<file path="src/rtl/shift_sequencer.sv">
// Serializes a captured 4-bit word LSB-first by sequencing an external 4-bit
// shift register (load / shift-right / hold), with GAP idle cycles between shifts.
module shift_sequencer #(
    parameter int unsigned GAP = 32'd0
) (
    input  logic       clk,
    input  logic       rst_n,
    input  logic       req_valid,
    output logic       req_ready,
    input  logic [3:0] req_data,
    input  logic [2:0] req_len,
    input  logic       abort,
    output logic [1:0] sel,
    output logic [3:0] ld_data,
    output logic       bit_valid,
    output logic       done,
    output logic       busy
);

    typedef enum logic [2:0] {
        S_IDLE = 3'd0,
        S_LOAD = 3'd1,
        S_EMIT = 3'd2,
        S_GAPW = 3'd3,
        S_DONE = 3'd4
    } state_t;

    localparam logic [2:0] GAP_W = 3'(GAP);

    function automatic logic [2:0] eff_len(input logic [2:0] len);
        if ((len == 3'd0) || (len > 3'd4)) begin
            return 3'd4;
        end else begin
            return len;
        end
    endfunction

    state_t     state_r, state_s;
    logic [1:0] k_r, k_s;
    logic [2:0] g_r, g_s;
    logic [3:0] data_r, data_s;
    logic [2:0] len_r, len_s;
    logic [1:0] sel_r, sel_s;
    logic [3:0] ld_data_r, ld_data_s;
    logic       bit_valid_r, bit_valid_s;
    logic       done_r, done_s;
    logic       busy_r, busy_s;
    logic       ready_r, ready_s;
    logic       accept_s;
    logic       last_s;

    assign accept_s = req_valid & ready_r & (state_r == S_IDLE);
    assign last_s   = ({1'b0, k_r} == (len_r - 3'd1));

    // Next-state and transfer bookkeeping.
    always_comb begin
        state_s = state_r;
        k_s     = k_r;
        g_s     = g_r;
        data_s  = data_r;
        len_s   = len_r;
        case (state_r)
            S_IDLE: begin
                if (accept_s) begin
                    state_s = S_LOAD;
                    data_s  = req_data;
                    len_s   = eff_len(req_len);
                    k_s     = 2'd0;
                end else begin
                    state_s = S_IDLE;
                end
            end
            S_LOAD: begin
                k_s     = 2'd0;
                state_s = abort ? S_IDLE : S_EMIT;
            end
            S_EMIT: begin
                if (abort) begin
                    state_s = S_IDLE;
                end else if (last_s) begin
                    state_s = S_DONE;
                end else begin
                    k_s     = k_r + 2'd1;
                    g_s     = 3'd0;
                    state_s = (GAP_W != 3'd0) ? S_GAPW : S_EMIT;
                end
            end
            S_GAPW: begin
                if (abort) begin
                    state_s = S_IDLE;
                end else if (g_r == (GAP_W - 3'd1)) begin
                    state_s = S_EMIT;
                end else begin
                    g_s = g_r + 3'd1;
                end
            end
            S_DONE:  state_s = S_IDLE;
            default: state_s = S_IDLE;
        endcase
    end

    // Outputs are decoded from the upcoming state so they can be registered
    // while still reflecting the current state after each edge.
    always_comb begin
        sel_s       = 2'b00;
        ld_data_s   = 4'd0;
        bit_valid_s = 1'b0;
        done_s      = 1'b0;
        busy_s      = (state_s != S_IDLE);
        ready_s     = (state_s == S_IDLE);
        case (state_s)
            S_LOAD: begin
                sel_s     = 2'b10;
                ld_data_s = data_s;
            end
            S_EMIT: begin
                bit_valid_s = 1'b1;
                sel_s       = ({1'b0, k_s} < (len_s - 3'd1)) ? 2'b01 : 2'b00;
            end
            S_DONE:  done_s = 1'b1;
            default: sel_s  = 2'b00;
        endcase
    end

    // State, counters, captured request and registered outputs.
    always_ff @(posedge clk or negedge rst_n) begin
        if (!rst_n) begin
            state_r     <= S_IDLE;
            k_r         <= 2'd0;
            g_r         <= 3'd0;
            data_r      <= 4'd0;
            len_r       <= 3'd0;
            sel_r       <= 2'b00;
            ld_data_r   <= 4'd0;
            bit_valid_r <= 1'b0;
            done_r      <= 1'b0;
            busy_r      <= 1'b0;
            ready_r     <= 1'b0;
        end else begin
            state_r     <= state_s;
            k_r         <= k_s;
            g_r         <= g_s;
            data_r      <= data_s;
            len_r       <= len_s;
            sel_r       <= sel_s;
            ld_data_r   <= ld_data_s;
            bit_valid_r <= bit_valid_s;
            done_r      <= done_s;
            busy_r      <= busy_s;
            ready_r     <= ready_s;
        end
    end

    assign req_ready = ready_r & rst_n;
    assign sel       = sel_r;
    assign ld_data   = ld_data_r;
    assign bit_valid = bit_valid_r;
    assign done      = done_r;
    assign busy      = busy_r;

endmodule

</file>
<file path="config.mk">
export PLATFORM = sky130hd
export DESIGN_NAME = shift_sequencer
export DESIGN_NICKNAME = d
export VERILOG_FILES = /design/src/rtl/shift_sequencer.sv
export SDC_FILE = /design/constraint.sdc
export NUM_CORES = 1
export LEC_CHECK = 0
export ABC_AREA = 1
export BUFFER_PORTS_ARGS = -buffer_cell sky130_fd_sc_hd__buf_2
export CORE_ASPECT_RATIO = 1.2
export CORE_UTILIZATION = 25
export DETAILED_ROUTE_END_ITERATION = 7
export PLACE_DENSITY = 0.52
export SLEW_MARGIN = 10
export SYNTH_ARGS = -nofsm -noshare
export SYNTH_HDL_FRONTEND = slang
export SYNTH_SLANG_ARGS = --single-unit
</file>
<file path="constraint.sdc">
create_clock -name clk -period 2.26 [get_ports clk]
set_input_delay 0.452 -clock clk [delete_from_list [all_inputs] [get_ports clk]]
set_output_delay 0.452 -clock clk [all_outputs]
set_load 0.01 [all_outputs]
</file>
==> results of run 1 <==
## cells in the mapped netlist (2+ instances only)
cell type	number	area (um^2)
o21ai_0	3	15.01
a21oi_1	2	10.01
nand3_1	7	35.03
o21ai_1	2	10.01
nand2_2	3	18.77
nor2_2	4	25.02
inv_1	23	86.33
a22o_1	2	17.52
nand2_4	2	22.52
inv_2	2	7.510
dfrtp_1	21	525.5
nand2_1	21	78.83
nor2_1	11	41.29
ha_1	6	75.07
o21ai_2	2	17.52
## per-stage QoR
| stage | setup TNS, ps | hold WS [ps] | worst slack, ps | cells | instance area [um^2] |
|---|---|---|---|---|---|
| after global placement | -95.31 | 256.8 | -95.31 | 203 | 1329 |
| after global routing | 0 | 378.5 | 2.017 | 208 | 1390 |
| after CTS | 0 | 381.9 | 130.8 | 208 | 1385 |
| after floorplan | 0 | 156.4 | 79.78 | 122 | 1117 |
| after detailed placement | -151.2 | 256.4 | -151.2 | 203 | 1329 |
| final | 0 | 381.6 | 158.3 | 208 | 1390 |
## cells by family (layout without fill, tap and decap cells)
kind of cell,after synthesis,count (layout),share of synthesized area [%]
compound gates,12,12,6.943
flops,21,21,47.03
simple gates,55,55,28.11
fa+ha+maj,6,6,6.719
xor+xnor,1,1,1.456
mux,1,1,1.008
buf+inv,26,56,8.734
## worst reg2reg max path, cell delays in order, from the launching register on
cell and delay [ps]:
dfrtp_1 370, inv_2 60, ha_1 300, inv_1 60
nand2_1 40, nand2_1 120, nand3_1 120, nand3_1 110
o21ai_0 80, o31ai_1 70, inv_1 100, ha_1 280
inv_1 30, nor2_1 90, nand2_1 50, nand2_1 60
nor2_2 30
## flip-flops by register name (all words and copies together), names as in the netlist
name       count
ld_data        4
done           1
busy           1
state_r        3
k_r            2
ready_r        1
len_r          3
bit_valid      1
sel            2
g_r            3
## power breakdown
| part | internal (uW) | leakage, uW | switching, uW | total, uW |
|---|---|---|---|---|
| clock | 123 | 0.0000255 | 133 | 256 |
| combinational | 300 | 0.000484 | 467 | 767 |
| sequential | 484 | 0.000279 | 63.4 | 547 |
## layer usage
metal	global-route usage, %	part of all wire [%]	up-vias
met1	11.50	45	392
li1	-	-	440
met4	5.426	1.7	0
met5	0	0	-
met3	1.364	2.1	5
met2	17.08	51	12
## placed cells by master (no fill, tap or decap), drive strengths merged
master	synthesis	final
ha	6	6
inv	25	25
nor2	16	16
clkinv	0	1
mux2	1	1
o21ai	7	7
dfrtp	21	21
buf	0	26
xnor2	1	1
a21oi	2	2
nor3	1	1
nand3	9	9
clkbuf	1	3
o31ai	1	1
nand2	26	26
a22o	2	2
nand4	2	2
or2	1	1
dlygate4sd3	0	1
## worst max path at each step
stage | startpoint | endpoint | slack (ps)
finish | req_len[0] | sel[0] | 160
global route | len_r[0] | sel[0] | 2
CTS | len_r[0] | sel[0] | 130
detailed placement | req_len[0] | sel[0] | -150
global placement | req_len[0] | sel[0] | -100
floorplan | req_len[0] | sel[0] | 80
## what timing repair did
item / in CTS / in global routing
endpoints found under the hold margin: 1 / 0
hold buffers: 1 / 0
endpoints found under the setup margin: 0 / 1
resized for setup: 0 / 2
## area by class of cell
class | count | area, um^2 | share of cell area (%)
multi-input cells | 75 | 499.2 | 35.91
repair buffers | 27 | 155.1 | 11.16
inverters | 25 | 93.84 | 6.751
well taps | 56 | 70.07 | 5.041
clock buffers | 3 | 41.29 | 2.970
flip-flops and latches | 21 | 525.5 | 37.80
clock inverters | 1 | 5.005 | 0.3600
==> impl_metrics.py, run 1 <==
metrics = {
    "outcome": {
        "outcome": "finished clean",
    },
    "clocking": {
        "clock_sinks": 21,
        "cts_buffers": 3,
        "h-tree-depth": 1,
        "cts_setup_buffers": 0,
        "clkLatencyLatePin_ps": 270,
        "clk_path_buf_depth": 2,
        "cts_root_buf": "clkbuf_8",
        "cts.clk_slew.worst_paths_ps": 90,
        "cts_tree": "yes",
    },
    "setup_path": {
        "slowest_stage": "or2_2",
        "arrival_ps": 2260,
        "r2r.worst_path.cells": 16,
        "path_max_fanout": 2,
        "r2r-start": "len_r[0]",
        "start_kind": "input pin",
        "crit_type": "input pin to register",
        "r2r_end": "sel[0]",
        "path_delay_family": "adder cells",
        "crit_buf_inv": 4,
        "cp_cell_sequence": "buf_2 > or2_2 > ha_1 > inv_1 > nand3_1 > o21ai_0 > inv_1 > ha_1 > ha_1 > inv_1 > nor2_1 > nand2_1 > nand2_1 > nor2_2",
        "regToRegSetupSlack_ps": 170,
        "crit_required_ps": 2420,
        "critPathCaptureType": "register",
        "critical_path.max_stage_delay_ps": 290,
        "crit_cells": 14,
    },
    "min_path": {
        "min_path_type": "input pin to register",
        "min_to": "ld_data[0]",
        "hp-start": "req_data[0]",
        "whs_path_depth": 3,
    },
    "routing": {
        "ant_nets": 0,
        "drt_pass1_iterations": 4,
        "num_vias": 849,
        "wirelength_mm": 2.155,
        "drc": 0,
        "vias_per_cell": 4.082,
        "drt_iter0_markers": 10,
        "wl_per_cell_um": 10.36,
    },
    "cells_and_area": {
        "n_antenna_cell": 0,
        "fin_util_pct": 32.62,
        "layout-drive-gt1-share_pct": 34.21,
        "fillCellCount": 447,
        "syn2layout_area_growth_pct": 24.41,
        "fin_nets": 170,
    },
    "die": {
        "dieArea_um2": 4741,
        "core_um2": 4262,
        "rows": 26,
        "die_width_um": 63.03,
        "initial_core_util_pct": 26.22,
        "dieHeight_um": 75.23,
        "num_io_pins": 21,
    },
    "grt": {
        "grt_use_total_pct": 9.712,
        "globalRoute.totalOverflow": 0,
        "grt_first_pass_wirelength_mm": 3.498,
        "grt_max_degree": 21,
        "grt_pass1_vias": 847,
        "antenna_found_initial": 0,
    },
    "timing": {
        "finalMaxSlewViolations": 0,
        "setup_viol": 0,
        "hold_viol": 0,
        "max_slew.worst_pin.slew_ps": 309.8,
        "rsz0062_at_grt": "false",
        "maxSlewHeadroom_pct": 79.21,
        "clock_skew_ps": 8.939,
        "min_period_over_period_pct": 93.00,
        "fmax_mhz": 475.8,
        "min_period_ps": 2102,
    },
    "yosys": {
        "syn_area_um2": 1117,
        "synth-edff-count": 0,
        "synthArstFlopShare_pct": 100.0,
        "netlist_instances": 122,
        "yosysUniqueCellTypes": 26,
        "synthFlopType": "dfrtp_1",
        "yosysWarnings": 0,
        "avgSynthCellArea_um2": 9.158,
        "synth-seq-cells": 21,
        "syn-num-nets": 139,
        "yosysSeqAreaShare_pct": 47.03,
    },
    "placed_design": {
        "portBuffers": 20,
        "routabilityCongestion": 0.7844,
        "place_hpwl_mm": 1.750,
    },
    "power": {
        "ir_worst_vdd_uv": 410.4,
        "power_density_nw_per_um2": 1129,
        "power_uw": 1570,
        "p_leak_uw": 0.0007879,
    },
    "job": {
        "drv_cap": 0,
    },
}
Note: power is estimated with default switching activity, not from simulation.
==> run 2, diff against run 1 <==
--- a/config.mk
+++ b/config.mk
@@ -8,9 +8,10 @@
 export ABC_AREA = 1
 export BUFFER_PORTS_ARGS = -buffer_cell sky130_fd_sc_hd__buf_2
 export CORE_ASPECT_RATIO = 1.2
-export CORE_UTILIZATION = 25
+export CORE_UTILIZATION = 45
+export CTS_BUF_LIST = sky130_fd_sc_hd__clkbuf_16
 export DETAILED_ROUTE_END_ITERATION = 7
-export PLACE_DENSITY = 0.52
+export PLACE_DENSITY = 0.77
 export SLEW_MARGIN = 10
 export SYNTH_ARGS = -nofsm -noshare
 export SYNTH_HDL_FRONTEND = slang
==> impl_metrics.py, run 2 (synthesis results as in run 1) <==
metrics = {
    "setup_path": {
        "cp_cell_sequence": "buf_2 > or2_2 > ha_1 > inv_2 > nand3_1 > o21ai_2 > inv_1 > ha_1 > ha_1 > inv_1 > nor2_1 > nand2_1 > nand2_1 > nor2_2",
        "arrival_ps": 2240,
        "r2r_end": "sel[0]",
        "path_max_fanout": 2,
        "crit_type": "input pin to register",
        "start_kind": "input pin",
        "r2r.worst_path.cells": 14,
        "r2r-start": "len_r[0]",
        "regToRegSetupSlack_ps": 200,
        "critPathCaptureType": "register",
        "critical_path.max_stage_delay_ps": 290,
        "crit_required_ps": 2400,
        "slowest_stage": "or2_2",
        "crit_buf_inv": 4,
        "path_delay_family": "adder cells",
        "cp_common_cell": "ha_1",
    },
    "clocking": {
        "clk_path_buf_depth": 2,
        "clkLatencyLatePin_ps": 250,
        "cts_buffers": 3,
        "cts_root_buf": "clkbuf_16",
        "cts_tree": "yes",
        "clock_sinks": 21,
        "h-tree-depth": 1,
        "cts.clk_slew.worst_paths_ps": 50,
    },
    "outcome": {
        "outcome": "finished clean",
    },
    "cells_and_area": {
        "instances_no_fill": 181,
        "syn2layout_area_growth_pct": 24.52,
        "most-common-layout-cells": "inv_1, dfrtp_1, nand2_1, buf_2, nor2_1",
        "layout-drive-gt1-share_pct": 37.33,
        "largest_reg_flops": 4,
        "fin_nets": 168,
        "fillCellCount": 209,
        "n_antenna_cell": 0,
    },
    "placed_design": {
        "portBuffers": 20,
        "dp_cells": 176,
        "place_ws_ps": -156.2,
        "place_hpwl_mm": 1.653,
        "routabilityCongestion": 0.8643,
    },
    "routing": {
        "num_vias": 854,
        "ant_nets": 0,
        "wl_per_cell_um": 11.77,
        "drc": 0,
        "wirelength_mm": 2.131,
        "drt_iter0_markers": 17,
        "drt_pass1_iterations": 4,
        "vias_per_cell": 4.718,
    },
    "timing": {
        "fmax_mhz": 476.8,
        "max_slew.worst_pin.slew_ps": 324.1,
        "finalMaxSlewViolations": 0,
        "final.setup.worst_slack_ps": 162.5,
        "maxSlewHeadroom_pct": 78.25,
        "whs_ps": 209.2,
        "min_period_over_period_pct": 92.81,
        "setup_viol": 0,
        "min_period_ps": 2098,
        "clock_skew_ps": 2.259,
        "hold_viol": 0,
    },
    "grt": {
        "grt_first_pass_wirelength_mm": 3.546,
        "antenna_found_initial": 0,
        "grt_pass1_vias": 833,
        "globalRoute.totalOverflow": 0,
        "grt_max_degree": 22,
        "grt_use_total_pct": 18.99,
    },
    "die": {
        "core_um2": 2330,
        "rows": 19,
        "initial_core_util_pct": 47.96,
        "dieHeight_um": 56.59,
        "num_io_pins": 21,
        "die_width_um": 47.49,
        "dieArea_um2": 2687,
    },
    "power": {
        "power_density_nw_per_um2": 1227,
        "power_uw": 1707,
        "p_leak_uw": 0.0007954,
        "ir_worst_vdd_uv": 728.3,
    },
    "job": {
        "drv_cap": 0,
    },
    "min_path": {
        "min_path_type": "input pin to asynchronous set/reset pin",
    },
}
[run 2: cell types whose count changed in the layout (fill, tap and decap cells not counted), sizes merged]
cell	previous run	this run
buf	26	25
dlygate4sd3	1	0
[run 2: through the flow]
step                utilization [%]  area, um^2  setup TNS, ps
floorplan                         -        1117              0
global placement              55.05        1282         -83.63
detailed placement            55.05        1282         -156.2
CTS                           58.49        1363              0
global route                  59.72        1391         -14.37
finish                        59.72        1391              0
[run 2: worst register-to-register path: stages, from the launching register on]
cell	delay [ps]
dfrtp_1	360
inv_2	60
ha_1	310
nand2_1	90
nand2_2	80
nand4_4	110
nand2_1	70
o31ai_1	220
inv_1	110
ha_1	280
inv_1	30
nor2_1	80
nand2_1	60
nand2_1	60
nor2_2	30
[run 2: cell type report]
| cell class | count | area, um^2 | share of cell area (%) |
|---|---|---|---|
| clock buffer | 3 | 75.07 | 5.396 |
| clock inverter | 1 | 5.005 | 0.3597 |
| inverter | 25 | 93.84 | 6.745 |
| multi-input combinational | 75 | 515.5 | 37.05 |
| sequential | 21 | 525.5 | 37.77 |
| tap | 31 | 38.79 | 2.788 |
| timing repair buffer | 25 | 137.6 | 9.892 |
[run 2: metal layers]
metal / vias up / GRT usage [%] / part of all wire, %
met5: - / 0 / 0
met3: 2 / 5.145 / 3.3
met2: 20 / 29.16 / 54
li1: 436 / - / -
met1: 396 / 24.52 / 41
met4: 0 / 7.755 / 1.2
[run 2: report_power, final]
part / total, uW / switching, uW / internal, uW / leakage (uW)
clock network: 363 / 126 / 237 / 0.0000409
logic: 781 / 480 / 301 / 0.000476
registers: 563 / 78.0 / 485 / 0.000279
[run 2: how the worst max path moves through the flow]
stage	start	end	slack, ps	depth (start not counted)
floorplan	req_len[0]	sel[0]	80	13
global placement	req_len[0]	sel[0]	-80	14
detailed placement	req_len[0]	sel[0]	-160	14
CTS	req_len[0]	sel[0]	100	14
global route	len_r[0]	sel[0]	-10	16
finish	req_len[0]	sel[0]	160	14
[run 2: repair_timing]
action,in CTS,in global routing
setup endpoints to repair,0,1
buffers inserted,0,1
resized for setup,0,8
hold buffers,0,0
